==> config.mk <==
export PLATFORM = sky130hd
export DESIGN_NAME = lcd_ram_byte_reader_flat
export DESIGN_NICKNAME = d
export VERILOG_FILES = /design/src/rtl/lcd_ram_pkg.sv /design/src/rtl/lcd_ram_byte_reader_if.sv /design/src/rtl/lcd_bit_deserializer.sv /design/src/rtl/lcd_ram_byte_reader.sv /design/src/flat_wrapper.sv
export SDC_FILE = /design/constraint.sdc
export NUM_CORES = 1
export LEC_CHECK = 0
export ABC_AREA = 1
export BUFFER_PORTS_ARGS = -buffer_cell sky130_fd_sc_hd__buf_2
export CAP_MARGIN = 20
export CELL_PAD_IN_SITES_DETAIL_PLACEMENT = 2
export CELL_PAD_IN_SITES_GLOBAL_PLACEMENT = 2
export CORE_MARGIN = 4
export CORE_UTILIZATION = 32
export CTS_CLUSTER_SIZE = 28
export DETAILED_ROUTE_END_ITERATION = 8
export MAX_ROUTING_LAYER = met4
export PLACE_DENSITY = 0.86
export SLEW_MARGIN = 20
export SYNTH_ARGS = -nofsm -noshare
export SYNTH_HDL_FRONTEND = slang
export SYNTH_SLANG_ARGS = --single-unit
==> constraint.sdc <==
create_clock -name clk_i -period 1.85 [get_ports clk_i]
set_input_delay 0.37 -clock clk_i [delete_from_list [all_inputs] [get_ports clk_i]]
set_output_delay 0.37 -clock clk_i [all_outputs]
set_load 0.03 [all_outputs]
==> src/rtl/lcd_ram_pkg.sv <==
// Shared widths, FSM encoding and address helper for the LCD character RAM reader.
package lcd_ram_pkg;

    localparam int unsigned ADDR_W    = 6;
    localparam int unsigned BYTE_W    = 8;
    localparam int unsigned RAM_DEPTH = 64;

    typedef enum logic [1:0] {
        StIdle    = 2'd0,
        StRead    = 2'd1,
        StPresent = 2'd2
    } state_e;

    // Bit address of the first bit of a character byte, wrapped into the RAM.
    function automatic logic [ADDR_W-1:0] byte_base_addr(input int unsigned byte_idx);
        return ADDR_W'((byte_idx * BYTE_W) % RAM_DEPTH);
    endfunction

endpackage

==> src/rtl/lcd_ram_byte_reader_if.sv <==
// RAM read port plus byte valid/ready stream; master is the reader, slave is RAM + consumer.
interface lcd_ram_byte_reader_if;
    import lcd_ram_pkg::*;

    logic [ADDR_W-1:0] ram_addr;
    logic              ram_rdata;
    logic [BYTE_W-1:0] byte_data;
    logic              byte_valid;
    logic              byte_ready;

    modport master (
        output ram_addr,
        output byte_data,
        output byte_valid,
        input  ram_rdata,
        input  byte_ready
    );

    modport slave (
        input  ram_addr,
        input  byte_data,
        input  byte_valid,
        output ram_rdata,
        output byte_ready
    );

endinterface

==> src/rtl/lcd_bit_deserializer.sv <==
// Collects eight serial RAM bits into one byte, LSB-first or MSB-first.
module lcd_bit_deserializer
    import lcd_ram_pkg::*;
#(
    parameter bit MsbFirst = 1'b0
) (
    input  logic              clk_i,
    input  logic              rst_ni,
    input  logic              clr_i,
    input  logic              sample_en_i,
    input  logic              bit_i,
    output logic [BYTE_W-1:0] data_o,
    output logic              full_o
);

    logic [2:0]        cnt_q, cnt_d;
    logic [BYTE_W-1:0] data_q, data_d;
    logic [2:0]        idx;

    always_comb begin
        idx    = MsbFirst ? (3'd7 - cnt_q) : cnt_q;
        cnt_d  = cnt_q;
        data_d = data_q;
        if (clr_i) begin
            cnt_d = 3'd0;
        end else if (sample_en_i) begin
            data_d[idx] = bit_i;
            cnt_d       = cnt_q + 3'd1;
        end
    end

    // High on the sample that completes the byte; the counter wraps to 0 by itself.
    assign full_o = sample_en_i && (cnt_q == 3'd7);
    assign data_o = data_q;

    always_ff @(posedge clk_i or negedge rst_ni) begin
        if (!rst_ni) begin
            cnt_q  <= 3'd0;
            data_q <= '0;
        end else begin
            cnt_q  <= cnt_d;
            data_q <= data_d;
        end
    end

endmodule

==> src/rtl/lcd_ram_byte_reader.sv <==
// Frame reader: walks the 64x1 RAM, builds character bytes and hands them out over valid/ready.
module lcd_ram_byte_reader
    import lcd_ram_pkg::*;
#(
    parameter int unsigned NumBytes = 8,
    parameter int unsigned BaseByte = 0,
    parameter bit          MsbFirst = 1'b0
) (
    input  logic                  clk_i,
    input  logic                  rst_ni,
    input  logic                  start_i,
    lcd_ram_byte_reader_if.master bus,
    output logic                  busy_o,
    output logic                  done_o
);

    localparam logic [ADDR_W-1:0] BaseAddr = byte_base_addr(BaseByte);
    localparam logic [2:0]        LastByte = 3'(NumBytes - 1);

    state_e            state_q, state_d;
    logic [ADDR_W-1:0] addr_q, addr_d;
    logic [2:0]        byte_cnt_q, byte_cnt_d;
    logic              valid_q, valid_d;
    logic              busy_q, busy_d;
    logic              done_q, done_d;
    logic              clr, sample_en, full;

    lcd_bit_deserializer #(
        .MsbFirst (MsbFirst)
    ) u_deser (
        .clk_i       (clk_i),
        .rst_ni      (rst_ni),
        .clr_i       (clr),
        .sample_en_i (sample_en),
        .bit_i       (bus.ram_rdata),
        .data_o      (bus.byte_data),
        .full_o      (full)
    );

    always_comb begin
        state_d    = state_q;
        addr_d     = addr_q;
        byte_cnt_d = byte_cnt_q;
        valid_d    = valid_q;
        busy_d     = busy_q;
        done_d     = 1'b0;
        clr        = 1'b0;
        sample_en  = 1'b0;
        unique case (state_q)
            StIdle: begin
                if (start_i) begin
                    state_d    = StRead;
                    addr_d     = BaseAddr;
                    byte_cnt_d = 3'd0;
                    busy_d     = 1'b1;
                    clr        = 1'b1;
                end
            end
            StRead: begin
                // ram_rdata reflects addr_q registered on the previous edge.
                sample_en = 1'b1;
                addr_d    = addr_q + ADDR_W'(1);
                if (full) begin
                    valid_d = 1'b1;
                    state_d = StPresent;
                end
            end
            StPresent: begin
                if (bus.byte_ready) begin
                    valid_d = 1'b0;
                    if (byte_cnt_q == LastByte) begin
                        busy_d  = 1'b0;
                        done_d  = 1'b1;
                        state_d = StIdle;
                    end else begin
                        byte_cnt_d = byte_cnt_q + 3'd1;
                        state_d    = StRead;
                    end
                end
            end
            default: state_d = StIdle;
        endcase
    end

    always_ff @(posedge clk_i or negedge rst_ni) begin
        if (!rst_ni) begin
            state_q    <= StIdle;
            addr_q     <= '0;
            byte_cnt_q <= 3'd0;
            valid_q    <= 1'b0;
            busy_q     <= 1'b0;
            done_q     <= 1'b0;
        end else begin
            state_q    <= state_d;
            addr_q     <= addr_d;
            byte_cnt_q <= byte_cnt_d;
            valid_q    <= valid_d;
            busy_q     <= busy_d;
            done_q     <= done_d;
        end
    end

    assign bus.ram_addr   = addr_q;
    assign bus.byte_valid = valid_q;
    assign busy_o         = busy_q;
    assign done_o         = done_q;

endmodule

==> src/flat_wrapper.sv <==
// flat-port wrapper written by rule: the top's interface ports become plain ports
module lcd_ram_byte_reader_flat import lcd_ram_pkg::*;
#(
    parameter int unsigned NumBytes = 8,
    parameter int unsigned BaseByte = 0,
    parameter bit          MsbFirst = 1'b0
)
  (clk_i, rst_ni, start_i, busy_o, done_o, bus_ram_addr, bus_byte_data, bus_byte_valid, bus_ram_rdata, bus_byte_ready);
  lcd_ram_byte_reader_if bus_i ();
  input  logic clk_i;
  input  logic rst_ni;
  input  logic start_i;
  output logic busy_o;
  output logic done_o;
  output wire logic [$bits(bus_i.ram_addr)-1:0] bus_ram_addr;
  output wire logic [$bits(bus_i.byte_data)-1:0] bus_byte_data;
  output wire logic [$bits(bus_i.byte_valid)-1:0] bus_byte_valid;
  input wire logic [$bits(bus_i.ram_rdata)-1:0] bus_ram_rdata;
  input wire logic [$bits(bus_i.byte_ready)-1:0] bus_byte_ready;
  assign bus_ram_addr = bus_i.ram_addr;
  assign bus_byte_data = bus_i.byte_data;
  assign bus_byte_valid = bus_i.byte_valid;
  assign bus_i.ram_rdata = bus_ram_rdata;
  assign bus_i.byte_ready = bus_byte_ready;
  lcd_ram_byte_reader #(.NumBytes(NumBytes), .BaseByte(BaseByte), .MsbFirst(MsbFirst)) u_core (.clk_i(clk_i), .rst_ni(rst_ni), .start_i(start_i), .bus(bus_i), .busy_o(busy_o), .done_o(done_o));
endmodule
Word-level counts from Yosys, hierarchy flattened. Index checks and enable logic that the tools add are counted.

Divide/modulo/power cells: 0. Bitwise gates (word level): 1. Shift operators: 0. Magnitude comparators: 2. Mux-type cells: 29. Eq/ne operators: 9. Multiply operators: 0. Reduce and logical (&&, ||, !) cells: 13. $add $sub $neg: 3.

Operator list (number): $mux 3 (5); $mux 1 (13); $pmux 6 s2 (1); $bwmux 8 (1); $reduce_and 4->1 (2); $reduce_bool 2->1 (4); $add 3x1->3 const B (2); $add 6x1->6 const B (1); $eq 3x3->1 const B (2); $mux 2 (3); $mux 6 (1); $ne 2x2->1 const B (3); $pmux 2 s3 (1); $pmux 3 s2 (1); $reduce_and 3->1 (2); $lt 3x4->1 const B (1); $ne 2x1->1 const B (2); $pmux 1 s2 (2); $reduce_and 2->1 (2); $demux 1 s3 (1); $ge 3x1->1 const B (1); $eq 2x1->1 const B (1); $eq 2x2->1 const B (1); $logic_and 1x1->1 (2); 2 further kinds (2).

Bits in writable memories: 0. Input port bits: 5. Output and inout port bits: 17. Bits in registers: 25. Bits in latches: 0. Memories kept: 0. Memory bits (read-only): 0.

Depth between registers and ports, before layout.
Word-level depth: 5. Mapped depth: 7.

Modules after synthesis. Synthesis repeated with hierarchy kept, for this count alone.

Cells, all modules: 162. Area total of the unflattened synthesis: 1283.7 um2.

Modules (own cells, without submodules): lcd_ram_byte_reader (area each 720.7 um2, cells an instance 88, seq. area each 350.3 um2, instances 1); lcd_bit_deserializer (area each 563.0 um2, cells an instance 74, seq. area each 275.3 um2, instances 1).

Least setup slack after synthesis. OpenSTA, ideal clock, no wires.

Kind: reg2reg. Start: reg u_core.byte_cnt_q[0]. End: reg u_core.byte_cnt_q[0]. Data required time: 1.785 ns. Clock period less this slack: 1.304 ns. Library setup time: 0.065 ns. Arrival: 1.239 ns. Stages on the path, launching flop included: 7. Buffers on the path: 0. Setup slack: 0.546 ns. Cell sequence: dfrtp_1 -> ha_1 -> ha_1 -> inv_1 -> nand4_1 -> or2_2 -> nand2_1.

Cells in the longest elaborated chain, start to end: 4. Elaborated cells on any way between the ends: 7. Classes of those cells: add/sub: 1; eq/ne: 2; mux: 3; reduce/logical: 1.

Ends and longest elaborated chain: from (decl) (line lcd_ram_byte_reader.sv:22) `logic [2:0] byte_cnt_q, byte_cnt_d;`; from (signal assigned) (line lcd_ram_byte_reader.sv:96) `byte_cnt_q <= byte_cnt_d;`; $add 3x1->3 (line lcd_ram_byte_reader.sv:76) `byte_cnt_d = byte_cnt_q + 3'd1;`; $mux 3 (line lcd_ram_byte_reader.sv:71) `if (byte_cnt_q == LastByte) begin`; $mux 3 (line lcd_ram_byte_reader.sv:69) `if (bus.byte_ready) begin`; $pmux 3 s2 (line lcd_ram_byte_reader.sv:49) `unique case (state_q)`.

Parallel ways exist; a longest one is shown, timed or not. The select of a mux whose other input is x is not followed. A chain may end at the register's enable or synchronous reset.

Worst setup path in the final report. Same ends and word-level chain as after synthesis.

==> impl_metrics.env <==
export IMPL_outcome="finished clean"
export IMPL_pwr_share_comb=0.482
export IMPL_ctsHoldBuffers=0
export IMPL_port_buffers=21
export IMPL_grt_pass1_vias=1154
export IMPL_syn_area_sq_um=1209
export IMPL_clkTransAtPathRegs_ns=0.09
export IMPL_cts_buffers=3
export IMPL_cts_sinks=25
export IMPL_start_kind="register"
export IMPL_drc=0
export IMPL_fp_dieW_um=69.46
export IMPL_crit_arrival_ns=1.69
export IMPL_place_gp_congestion=0.7676
export IMPL_synthFlopType="dfrtp_1"
export IMPL_synth_top_area_share=0.5176
export IMPL_yosysWarnings=0
export IMPL_whs_ns=0.06903
export IMPL_track_usage=0.1532
export IMPL_pwr_share_clk=0.132
export IMPL_syn_avg_cell_area_sq_um=8.633
export IMPL_p_int_uw=1295
export IMPL_max_freq_mhz=682.8
export IMPL_crit_path_top_delay_cell="dfrtp_1"
export IMPL_switching_share=0.4962
export IMPL_synth_area_top_cells="dfrtp_1, nand2_1, ha_1, o21ai_1, inv_1"
export IMPL_fillers=427
export IMPL_slew_headroom=0.6264
export IMPL_worstPathMaxFanout=3
export IMPL_cp_end_kind="register"
export IMPL_drt_iter0_drc=48
export IMPL_timing_critical_path_mode_cell="ha_1"
export IMPL_synth_seq_cells=25
export IMPL_powerDensity_nw_per_um2=1815
export IMPL_htreeDepth=1
export IMPL_cts_root_buffer="clkbuf_8"
export IMPL_finalCriticalPeriod_ns=1.465
export IMPL_vdd_ir_drop_max_mv=0.6518
export IMPL_core_area_sq_um=3661
export IMPL_final_nets=176
export IMPL_synth_cell_types=22
export IMPL_insertion_delay_ns=0.28
export IMPL_die_h_um=69.46
export IMPL_post_cts_buffers=0
export IMPL_path_delay_family="simple AND/OR/NAND/NOR gates"
export IMPL_power_switching_uw=1275
export IMPL_cp_cell_sequence="ha_1 > ha_1 > inv_1 > nand4_1 > or2_2 > nand2_1"
export IMPL_syn_inst=140
export IMPL_ctsLongestPathBuffers=2
export IMPL_fin_tns_setup_ns=0
export IMPL_synthArstFlopShare=1.000
export IMPL_cts_tree="done"
export IMPL_crit_type="register to register"
export IMPL_worst_path_largest_cell_delay_ns=0.41
export IMPL_avgRoutedWirePerCell_um=15.79
export IMPL_core_rowCount=22
export IMPL_cts_resized=0
export IMPL_antenna_left=0
export IMPL_syn_nets=151
export IMPL_cellLeakagePower_uw=0.0007321
export IMPL_finClkSkew_ns=0.002591
export IMPL_antenna_found_initial=0
export IMPL_firstDrtPassIters=4
export IMPL_rsz0062_at_grt="false"
export IMPL_num_antenna_cells=0
export IMPL_required_ns=2.07
export IMPL_grt_first_pass_wirelength_um=5761
export IMPL_vias_per_cell=5.000
export IMPL_wirelength_um=3347
export IMPL_synth_most_common_cell="nand2_1"
export IMPL_hp_class="input port to async pin"
export IMPL_ioPinCount=22
export IMPL_synthTopCellsByCount="nand2_1, dfrtp_1, inv_1, o21ai_1, nand3_1"
export IMPL_setup_viol=0
export IMPL_die_area_sq_um=4824
export IMPL_grt_overflow_total=0
export IMPL_seq_area_frac_synth=0.5176
export IMPL_yosysTopAreaCell="dfrtp_1"
export IMPL_finalMaxSlewViolations=0
export IMPL_fin_crit_sh=0.7917
export IMPL_hold_viol=0
export IMPL_start_util=0.3301
export IMPL_syn_to_final_growth_pct=17.18
export IMPL_grt_max_degree=26
export IMPL_sequentialPowerShare=0.385
export IMPL_drive_gt1_frac=0.2134
export IMPL_dp_hpwl_um=2563
export IMPL_path_buf_inv=1
export IMPL_routed_via_count=1060
export IMPL_drv_cap=0
export IMPL_synth_edff_count=0
export IMPL_tightest_slew_ns=0.5604
-- cells by family after synthesis --
logic type	Yosys count	share of synthesized area
adders and majority gates	6	0.06211
AOI/OAI and AO/OA	25	0.1149
DFF	25	0.5176
and+or+nand+nor	66	0.2495
buffers and inverters	18	0.05590
-- power groups by stage --
stage          registers (uW)  logic, uW  clock network [uW]
2_1_floorplan            1260        584                   0
3_3_place_gp              976       1180                   0
3_5_place_dp             1010       1250                   0
4_1_cts                   995       1270                 351
5_1_grt                  1040       1390                 385
6_report                  991       1240                 340
-- final timing paths --
path / start / endpoint / slack (ns) / cells after the start
max: u_core.byte_cnt_q[0] / u_core.byte_cnt_q[0] / 0.39 / 6
min: rst_ni / u_core.u_deser.data_o[3] / 0.07 / 1
max reg2reg: u_core.byte_cnt_q[0] / u_core.byte_cnt_q[0] / 0.39 / 6
min reg2reg: u_core.busy_o / u_core.busy_o / 0.48 / 2
max in group asynchronous: rst_ni / u_core.bus.ram_addr[2] / 1.41 / 1
min in group clk_i: start_i / u_core.busy_o / 0.37 / 3
-- state kept, by name (all words and copies together) (netlist names) --
register               count
u_core.u_deser.data_o      8
u_core.bus.ram_addr        6
u_core.byte_cnt_q          3
u_core.u_deser.cnt_q       3
u_core.state_q             2
u_core.bus.byte_valid      1
u_core.busy_o              1
u_core.done_o              1
-- through the flow --
step	cells	utilization	cell area, sq um	setup slack, ns	total power [uW]
2_1_floorplan	140	-	1209	0.5463	1841
3_3_place_gp	208	0.3742	1370	0.5019	2155
3_5_place_dp	208	0.3742	1370	0.3803	2260
4_1_cts	212	0.3869	1416	0.3644	2614
5_1_grt	212	0.3869	1416	0.2831	2814
6_report	212	0.3869	1416	0.3854	2570
-- layout by cell type (no fill, tap or decap), types with 2 or more instances in the layout --
cell type and n:
nand2_1 39, dfrtp_1 25, buf_2 21, inv_1 14, o21ai_1 14, nand3_1 10
nor2_1 7, ha_1 6, o21ai_0 4, inv_2 3, nand4_1 3, clkbuf_8 3
nor2_2 2, a21oi_1 2, o21bai_1 2
-- layout make-up --
class | instances | area [sq um] | area share
Tap cell | 48 | 60.06 | 0.04240
Timing Repair Buffer | 21 | 105.1 | 0.07421
Clock buffer | 3 | 41.29 | 0.02915
Inverter | 17 | 63.81 | 0.04505
Sequential cell | 25 | 625.6 | 0.4417
Multi-Input combinational cell | 97 | 515.5 | 0.3640
Clock inverter | 1 | 5.005 | 0.003534
-- per-layer routing --
layer	wire length, um	share of wire	global-route usage	up-vias
met5	0	0	-	-
met4	47	0.014	0.05206	0
met3	73	0.022	0.02319	5
met2	1769	0.53	0.2722	14
met1	1456	0.44	0.1748	539
li1	-	-	-	502
Power figures use the tool's default switching activity.
